===== src/rtl/tlb_pkg.sv =====
// Shared TLB definitions: default geometry and the per-entry record.
// The entry struct is sized for the default geometry (VPN/PPN of
// TLB_VA_WIDTH/TLB_PA_WIDTH minus TLB_OFFSET bits).
package tlb_pkg;
   localparam int TLB_VA_WIDTH = 32;
   localparam int TLB_PA_WIDTH = 32;
   localparam int TLB_OFFSET   = 12;
   localparam int TLB_ENTRIES  = 8;
   localparam int TLB_VPN_W    = TLB_VA_WIDTH - TLB_OFFSET;
   localparam int TLB_PPN_W    = TLB_PA_WIDTH - TLB_OFFSET;

   typedef struct packed {
      logic                 valid;
      logic [TLB_VPN_W-1:0] vpn;
      logic [TLB_PPN_W-1:0] ppn;
   } tlb_entry_t;
endpackage


===== src/rtl/assoc_tlb_if.sv =====
// Lookup / response / fill / flush bus of the associative TLB.
// master: requester side (drives req, fill, flush; sees ready and resp)
// slave : TLB side
interface assoc_tlb_if #(
   parameter int VA_WIDTH = 32,
   parameter int PA_WIDTH = 32,
   parameter int OFFSET   = 12
);
   localparam int VPN_W = VA_WIDTH - OFFSET;
   localparam int PPN_W = PA_WIDTH - OFFSET;

   logic                req_valid_i;
   logic                req_ready_o;
   logic [VA_WIDTH-1:0] req_vaddr_i;
   logic                req_priv_i;
   logic                resp_valid_o;
   logic [PA_WIDTH-1:0] resp_paddr_o;
   logic                resp_miss_o;
   logic                fill_valid_i;
   logic [VPN_W-1:0]    fill_vpn_i;
   logic [PPN_W-1:0]    fill_ppn_i;
   logic                flush_i;

   modport master (
      output req_valid_i, req_vaddr_i, req_priv_i,
      output fill_valid_i, fill_vpn_i, fill_ppn_i, flush_i,
      input  req_ready_o, resp_valid_o, resp_paddr_o, resp_miss_o
   );

   modport slave (
      input  req_valid_i, req_vaddr_i, req_priv_i,
      input  fill_valid_i, fill_vpn_i, fill_ppn_i, flush_i,
      output req_ready_o, resp_valid_o, resp_paddr_o, resp_miss_o
   );
endinterface


===== src/rtl/tlb_entry_match.sv =====
// Single-entry VPN comparator, gated by the entry's valid bit.
// Ports: valid/entry_vpn (stored entry), lookup_vpn (probe), match (1-bit).
module tlb_entry_match #(
   parameter int VPN_W = 20
) (
   input  logic             valid,
   input  logic [VPN_W-1:0] entry_vpn,
   input  logic [VPN_W-1:0] lookup_vpn,
   output logic             match
);
   assign match = valid && (entry_vpn == lookup_vpn);
endmodule


===== src/rtl/assoc_tlb.sv =====
// Fully associative TLB with one-cycle registered lookup, fill with
// dedup / free-slot / round-robin victim choice, flush and hit/miss counters.
// Ports: clk, reset (sync, active high); bus (slave side of assoc_tlb_if);
//        hit_count_o / miss_count_o (32-bit wrapping statistics).
module assoc_tlb
   import tlb_pkg::*;
#(
   parameter int VA_WIDTH = TLB_VA_WIDTH,
   parameter int PA_WIDTH = TLB_PA_WIDTH,
   parameter int OFFSET   = TLB_OFFSET,
   parameter int ENTRIES  = TLB_ENTRIES
) (
   input  logic        clk,
   input  logic        reset,
   assoc_tlb_if.slave  bus,
   output logic [31:0] hit_count_o,
   output logic [31:0] miss_count_o
);
   localparam int VPN_W = VA_WIDTH - OFFSET;
   localparam int IDX_W = $clog2(ENTRIES);

   tlb_entry_t [ENTRIES-1:0] entries;
   logic [IDX_W-1:0]         rr_ptr;
   logic [ENTRIES-1:0]       match;
   logic [IDX_W-1:0]         hit_idx, dup_idx, free_idx, victim;
   logic                     hit, dup_hit, free_hit, accept;
   logic [VPN_W-1:0]         lookup_vpn;
   logic                     resp_valid, resp_miss;
   logic [PA_WIDTH-1:0]      resp_paddr;

   assign lookup_vpn       = bus.req_vaddr_i[VA_WIDTH-1:OFFSET];
   assign bus.req_ready_o  = !reset && !bus.flush_i;
   assign accept           = bus.req_valid_i && bus.req_ready_o;
   assign bus.resp_valid_o = resp_valid;
   assign bus.resp_miss_o  = resp_miss;
   assign bus.resp_paddr_o = resp_paddr;

   for (genvar g = 0; g < ENTRIES; g++) begin : g_match
      tlb_entry_match #(.VPN_W(VPN_W)) u_match (
         .valid      (entries[g].valid),
         .entry_vpn  (entries[g].vpn),
         .lookup_vpn (lookup_vpn),
         .match      (match[g])
      );
   end

   // Matches are one-hot (a VPN lives in at most one entry), so OR-ing
   // the indices of set bits is a plain one-hot-to-binary encode.
   always_comb begin
      hit_idx = '0;
      for (int i = 0; i < ENTRIES; i++)
         if (match[i]) hit_idx = hit_idx | IDX_W'(i);
   end
   assign hit = |match;

   // Fill victim: existing copy of the VPN, else lowest free, else rr_ptr.
   always_comb begin
      dup_hit  = 1'b0;
      dup_idx  = '0;
      free_hit = 1'b0;
      free_idx = '0;
      for (int i = ENTRIES - 1; i >= 0; i--) begin
         if (entries[i].valid && entries[i].vpn == bus.fill_vpn_i) begin
            dup_hit = 1'b1;
            dup_idx = IDX_W'(i);
         end
         if (!entries[i].valid) begin
            free_hit = 1'b1;
            free_idx = IDX_W'(i);
         end
      end
      victim = dup_hit ? dup_idx : (free_hit ? free_idx : rr_ptr);
   end

   always_ff @(posedge clk) begin
      if (reset) begin
         for (int i = 0; i < ENTRIES; i++) entries[i].valid <= 1'b0;
         rr_ptr       <= '0;
         hit_count_o  <= '0;
         miss_count_o <= '0;
         resp_valid   <= 1'b0;
         resp_miss    <= 1'b0;
         resp_paddr   <= '0;
      end else begin
         resp_valid <= accept;
         // Lookup reads pre-edge contents, so a same-cycle fill is unseen.
         if (accept) begin
            if (hit) begin
               resp_paddr  <= {entries[hit_idx].ppn, bus.req_vaddr_i[OFFSET-1:0]};
               resp_miss   <= 1'b0;
               hit_count_o <= hit_count_o + 32'd1;
            end else begin
               resp_paddr   <= bus.req_priv_i ? PA_WIDTH'(bus.req_vaddr_i) : '0;
               resp_miss    <= !bus.req_priv_i;
               miss_count_o <= miss_count_o + 32'd1;
            end
         end
         if (bus.flush_i) begin
            for (int i = 0; i < ENTRIES; i++) entries[i].valid <= 1'b0;
            rr_ptr <= '0;
         end else if (bus.fill_valid_i) begin
            entries[victim].valid <= 1'b1;
            entries[victim].vpn   <= bus.fill_vpn_i;
            entries[victim].ppn   <= bus.fill_ppn_i;
            if (!dup_hit && !free_hit) rr_ptr <= rr_ptr + 1'b1;
         end
      end
   end
endmodule


===== src/flat_wrapper.sv =====
// flat-port wrapper written by rule: the top's interface ports become plain ports
module assoc_tlb_flat import tlb_pkg::*;
#(
   parameter int VA_WIDTH = TLB_VA_WIDTH,
   parameter int PA_WIDTH = TLB_PA_WIDTH,
   parameter int OFFSET   = TLB_OFFSET,
   parameter int ENTRIES  = TLB_ENTRIES
)
  (clk, reset, hit_count_o, miss_count_o, bus_req_valid_i, bus_req_vaddr_i, bus_req_priv_i, bus_fill_valid_i, bus_fill_vpn_i, bus_fill_ppn_i, bus_flush_i, bus_req_ready_o, bus_resp_valid_o, bus_resp_paddr_o, bus_resp_miss_o);
  assoc_tlb_if #(.VA_WIDTH(VA_WIDTH), .PA_WIDTH(PA_WIDTH), .OFFSET(OFFSET)) bus_i ();
  input  logic clk;
  input  logic reset;
  output logic [31:0] hit_count_o;
  output logic [31:0] miss_count_o;
  input wire logic [$bits(bus_i.req_valid_i)-1:0] bus_req_valid_i;
  input wire logic [$bits(bus_i.req_vaddr_i)-1:0] bus_req_vaddr_i;
  input wire logic [$bits(bus_i.req_priv_i)-1:0] bus_req_priv_i;
  input wire logic [$bits(bus_i.fill_valid_i)-1:0] bus_fill_valid_i;
  input wire logic [$bits(bus_i.fill_vpn_i)-1:0] bus_fill_vpn_i;
  input wire logic [$bits(bus_i.fill_ppn_i)-1:0] bus_fill_ppn_i;
  input wire logic [$bits(bus_i.flush_i)-1:0] bus_flush_i;
  output wire logic [$bits(bus_i.req_ready_o)-1:0] bus_req_ready_o;
  output wire logic [$bits(bus_i.resp_valid_o)-1:0] bus_resp_valid_o;
  output wire logic [$bits(bus_i.resp_paddr_o)-1:0] bus_resp_paddr_o;
  output wire logic [$bits(bus_i.resp_miss_o)-1:0] bus_resp_miss_o;
  assign bus_i.req_valid_i = bus_req_valid_i;
  assign bus_i.req_vaddr_i = bus_req_vaddr_i;
  assign bus_i.req_priv_i = bus_req_priv_i;
  assign bus_i.fill_valid_i = bus_fill_valid_i;
  assign bus_i.fill_vpn_i = bus_fill_vpn_i;
  assign bus_i.fill_ppn_i = bus_fill_ppn_i;
  assign bus_i.flush_i = bus_flush_i;
  assign bus_req_ready_o = bus_i.req_ready_o;
  assign bus_resp_valid_o = bus_i.resp_valid_o;
  assign bus_resp_paddr_o = bus_i.resp_paddr_o;
  assign bus_resp_miss_o = bus_i.resp_miss_o;
  assoc_tlb #(.VA_WIDTH(VA_WIDTH), .PA_WIDTH(PA_WIDTH), .OFFSET(OFFSET), .ENTRIES(ENTRIES)) u_core (.clk(clk), .reset(reset), .bus(bus_i), .hit_count_o(hit_count_o), .miss_count_o(miss_count_o));
endmodule

===== config.mk =====
export PLATFORM = sky130hd
export DESIGN_NAME = assoc_tlb_flat
export DESIGN_NICKNAME = d
export VERILOG_FILES = /design/src/rtl/tlb_pkg.sv /design/src/rtl/assoc_tlb_if.sv /design/src/rtl/tlb_entry_match.sv /design/src/rtl/assoc_tlb.sv /design/src/flat_wrapper.sv
export SDC_FILE = /design/constraint.sdc
export NUM_CORES = 1
export LEC_CHECK = 0
export BUFFER_PORTS_ARGS = -buffer_cell sky130_fd_sc_hd__buf_2
export CORE_AREA = 4 4 251 253
export CTS_CLUSTER_DIAMETER = 30
export DETAILED_ROUTE_END_ITERATION = 6
export DIE_AREA = 0 0 255 257
export HOLD_SLACK_MARGIN = 0.1
export PLACE_DENSITY_LB_ADDON = 0.2
export SETUP_SLACK_MARGIN = 0.3
export SYNTH_ARGS = -nofsm -noshare
export SYNTH_HDL_FRONTEND = slang
export SYNTH_SLANG_ARGS = --single-unit

===== constraint.sdc =====
create_clock -name clk -period 5.6 [get_ports clk]
set_input_delay 0.56 -clock clk [delete_from_list [all_inputs] [get_ports clk]]
set_output_delay 0.56 -clock clk [all_outputs]
set_load 0.03 [all_outputs]

==> reports/results.txt <==
critical path class - register to register
WP data arrival - 4490 ps
Routed WL per cell - 24.6 um
R2R depth - 9
crit path buf inv count - 1
cts hold-fix bufs - 0
DRC - 0
Crit-path slowest cell - nor4_1
die footprint - 65500 um^2
Slew Limit Fails - 0
drt first pass iters - 6
YS warnings - 0
cts bufs inserted - 102
register bit total from synthesis - 429
DP Area - 23000 um^2
worst min path class - input pin to register
Mapped Cells - 1872
vias post-DR - 16500
Max Clk Rate - 0.253 GHz
synth unique cells - 62
Post-synth ARST share - 0%
fin crit share - 70.7%
largest family of logic cells by synthesized area - simple AND/OR/NAND/NOR gates
DRT iter0 DRCs - 1273
mux cell area share after synthesis - 3.79%
DPL Wire Length - 48100 um
met1 Use GR - 29.1%
htree depth - 3
CTS tree - built
die width - 255 um
CP required - 6130 ps
critical path depth in cells - 9
max incr delay on CP - 840 ps
Power Total - 10.1 mW
Vias/cell - 5.57
Post-Synth Simple-Gate Area - 16.5%
Hold Violations, Final - 0
final WL - 72800 um
post-route cell area - 26600 um^2
share of post-route cells with drive strength above 1 - 19.6%
die height - 257 um
num ports - 177
min-delay src - bus_req_vaddr_i[0]
critical-path maximum fanout - 48
Max VDD drop - 0.200 mV
number of synthesized flops with an enable pin - 320
beginning of the worst register-to-register path - u_core.entries[243]
Placed Cells incl. Taps - 2763
first-pass GRT wire length - 106000 um
cell row count - 91
GP Congestion - 0.921
met3 GRT Util - 5.41%
Worst Hold Depth - 3
vias in the first global route - 16400
crit path capture type - register
worst skew pair latency - 650 ps
most frequent cells in the layout - 320 x edfxtp_1, 227 x xnor2_1, 175 x buf_2
Synth Flop Type - edfxtp_1
measured slew at the worst slew-check pin - 1230 ps
Pwr Density - 378 nW/um^2
launch point of the worst path - u_core.entries[243]
Synth Area in Adders - 0.178%
final setup vio count - 0
P&R area growth vs syn - 26.0%
Clock transition at path regs - 50 ps
DRT antenna net count - 0
Tot GR Track Use - 21.6%
Layout Utilization - 43.7%
fraction of synthesized cell area in xor and xnor cells - 14.6%
largest net degree at the start of global routing - 89
crit path cell chain - xnor2_1, or4b_1, nor4_1, nand2_1, and4_4, buf_4, mux2i_1, a22oi_1, a31o_1
antenna violations before repair - 6
met2 global-route usage - 33.5%
commonest non-fill, non-tap cell in the layout - edfxtp_1
Leakage - 9.64 nW
relative slew slack - 18.0%
FILL cells - 5695
clock root buffer - clkbuf_16
CP delay by family, top - simple AND/OR/NAND/NOR gates
RSZ-0062 raised after global routing - no
GRT overflow - 0
CTS max path bufs - 3
initial core utilization - 34.7%
min Tclk post-route - 3960 ps
IO buf count - 176
fin nets - 2158
Final Non-Filler Cells - 2957
CTS resizes - 0
TritonCTS Sinks - 429
status - completed
Core Footprint - 61000 um^2
Post-Syn Area - 21100 um^2
grt peak-use layer - met2
area fraction in compound gates after synthesis - 6.05%
Clock Skews - 43.7 ps
Synthesized Nets - 1953
register area share after synthesis - 55.8%
Max Cap Violations - 0
postcts setup bufs - 0
Worst Setup Start Kind - register
Mapped Avg Cell Area - 11.3 um^2
## layer usage
| metal | vias to the layer above | share of wire [%] |
|---|---|---|
| met1 | 8182 | 43 |
| met5 | - | 0.078 |
| met2 | 700 | 45 |
| met4 | 10 | 3.6 |
| li1 | 7399 | - |
| met3 | 167 | 8.5 |
## synthesized netlist by cell type (all sizes together) (19+ instances only)
| master | number | area, um^2 |
|---|---|---|
| nor2 | 69 | 259 |
| and3 | 25 | 156 |
| nand3 | 77 | 385 |
| mux2i | 80 | 801 |
| or4 | 20 | 158 |
| or3 | 26 | 163 |
| nand4 | 108 | 676 |
| xnor2 | 227 | 1990 |
| xor2 | 126 | 1100 |
| o21ai | 31 | 155 |
| edfxtp | 320 | 9610 |
| a21oi | 70 | 350 |
| dfxtp | 109 | 2180 |
| a22oi | 34 | 255 |
| nor4 | 35 | 225 |
| nor3 | 179 | 896 |
| nand2 | 75 | 282 |
| a31o | 19 | 166 |
| clkinv | 20 | 75.1 |
| buf | 33 | 178 |
| clkbuf | 96 | 360 |
## final timing paths
path	endpoint	slack (ps)
setup / recovery	u_core.bus.resp_paddr_o[28]	1640
hold / removal	u_core.bus.resp_paddr_o[0]	150
setup reg to reg	u_core.bus.resp_paddr_o[28]	1640
hold reg to reg	u_core.miss_count_o[31]	500
## layout make-up
cell class / instances / area (um^2) / area share (%)
Tap cell: 790 / 988 / 3.71
Antenna cell: 1 / 2.50 / 0.00939
Timing Repair Buffer: 230 / 1330 / 4.98
Inverter: 32 / 120 / 0.451
Clock inverter: 86 / 1020 / 3.84
Clock buffer: 107 / 2580 / 9.69
Sequential cell: 429 / 11800 / 44.3
Multi-Input combinational cell: 1282 / 8810 / 33.1
## worst min-delay path, cell delays in order
cell and delay [ps]:
buf_2 80, a22oi_1 60, nor2_1 70
## sequential cells by signal, summed over array words and instances, names as in the netlist
signal and flops:
u_core.entries 328, u_core.bus.resp_miss_o 1, u_core.hit_count_o 32, u_core.bus.resp_valid_o 1
u_core.bus.resp_paddr_o 32, u_core.miss_count_o 32, u_core.rr_ptr 3
## report_power, final
group | internal (mW) | switching (mW)
clock network | 4.17 | 1.98
registers | 3.43 | 0.0132
logic | 0.141 | 0.331
## stage by stage
step / hold WS (ps) / setup TNS, ps / setup WS [ps]
global placement: 469 / 0 / 1140
global route: 146 / 0 / 1440
floorplan: 485 / -85060 / -428
CTS: 124 / 0 / 1650
detailed placement: 493 / 0 / 1040
finish: 154 / 0 / 1640
## logic make-up after synthesis
logic type               after synthesis
flip-flops                           429
XOR/XNOR                             353
AO/OA/AOI/OAI                        197
adder cells (fa/ha/maj)                3
AND/OR/NAND/NOR                      649
buffers and inverters                161
multiplexers                          80
Note: power is estimated with default switching activity, not from simulation.
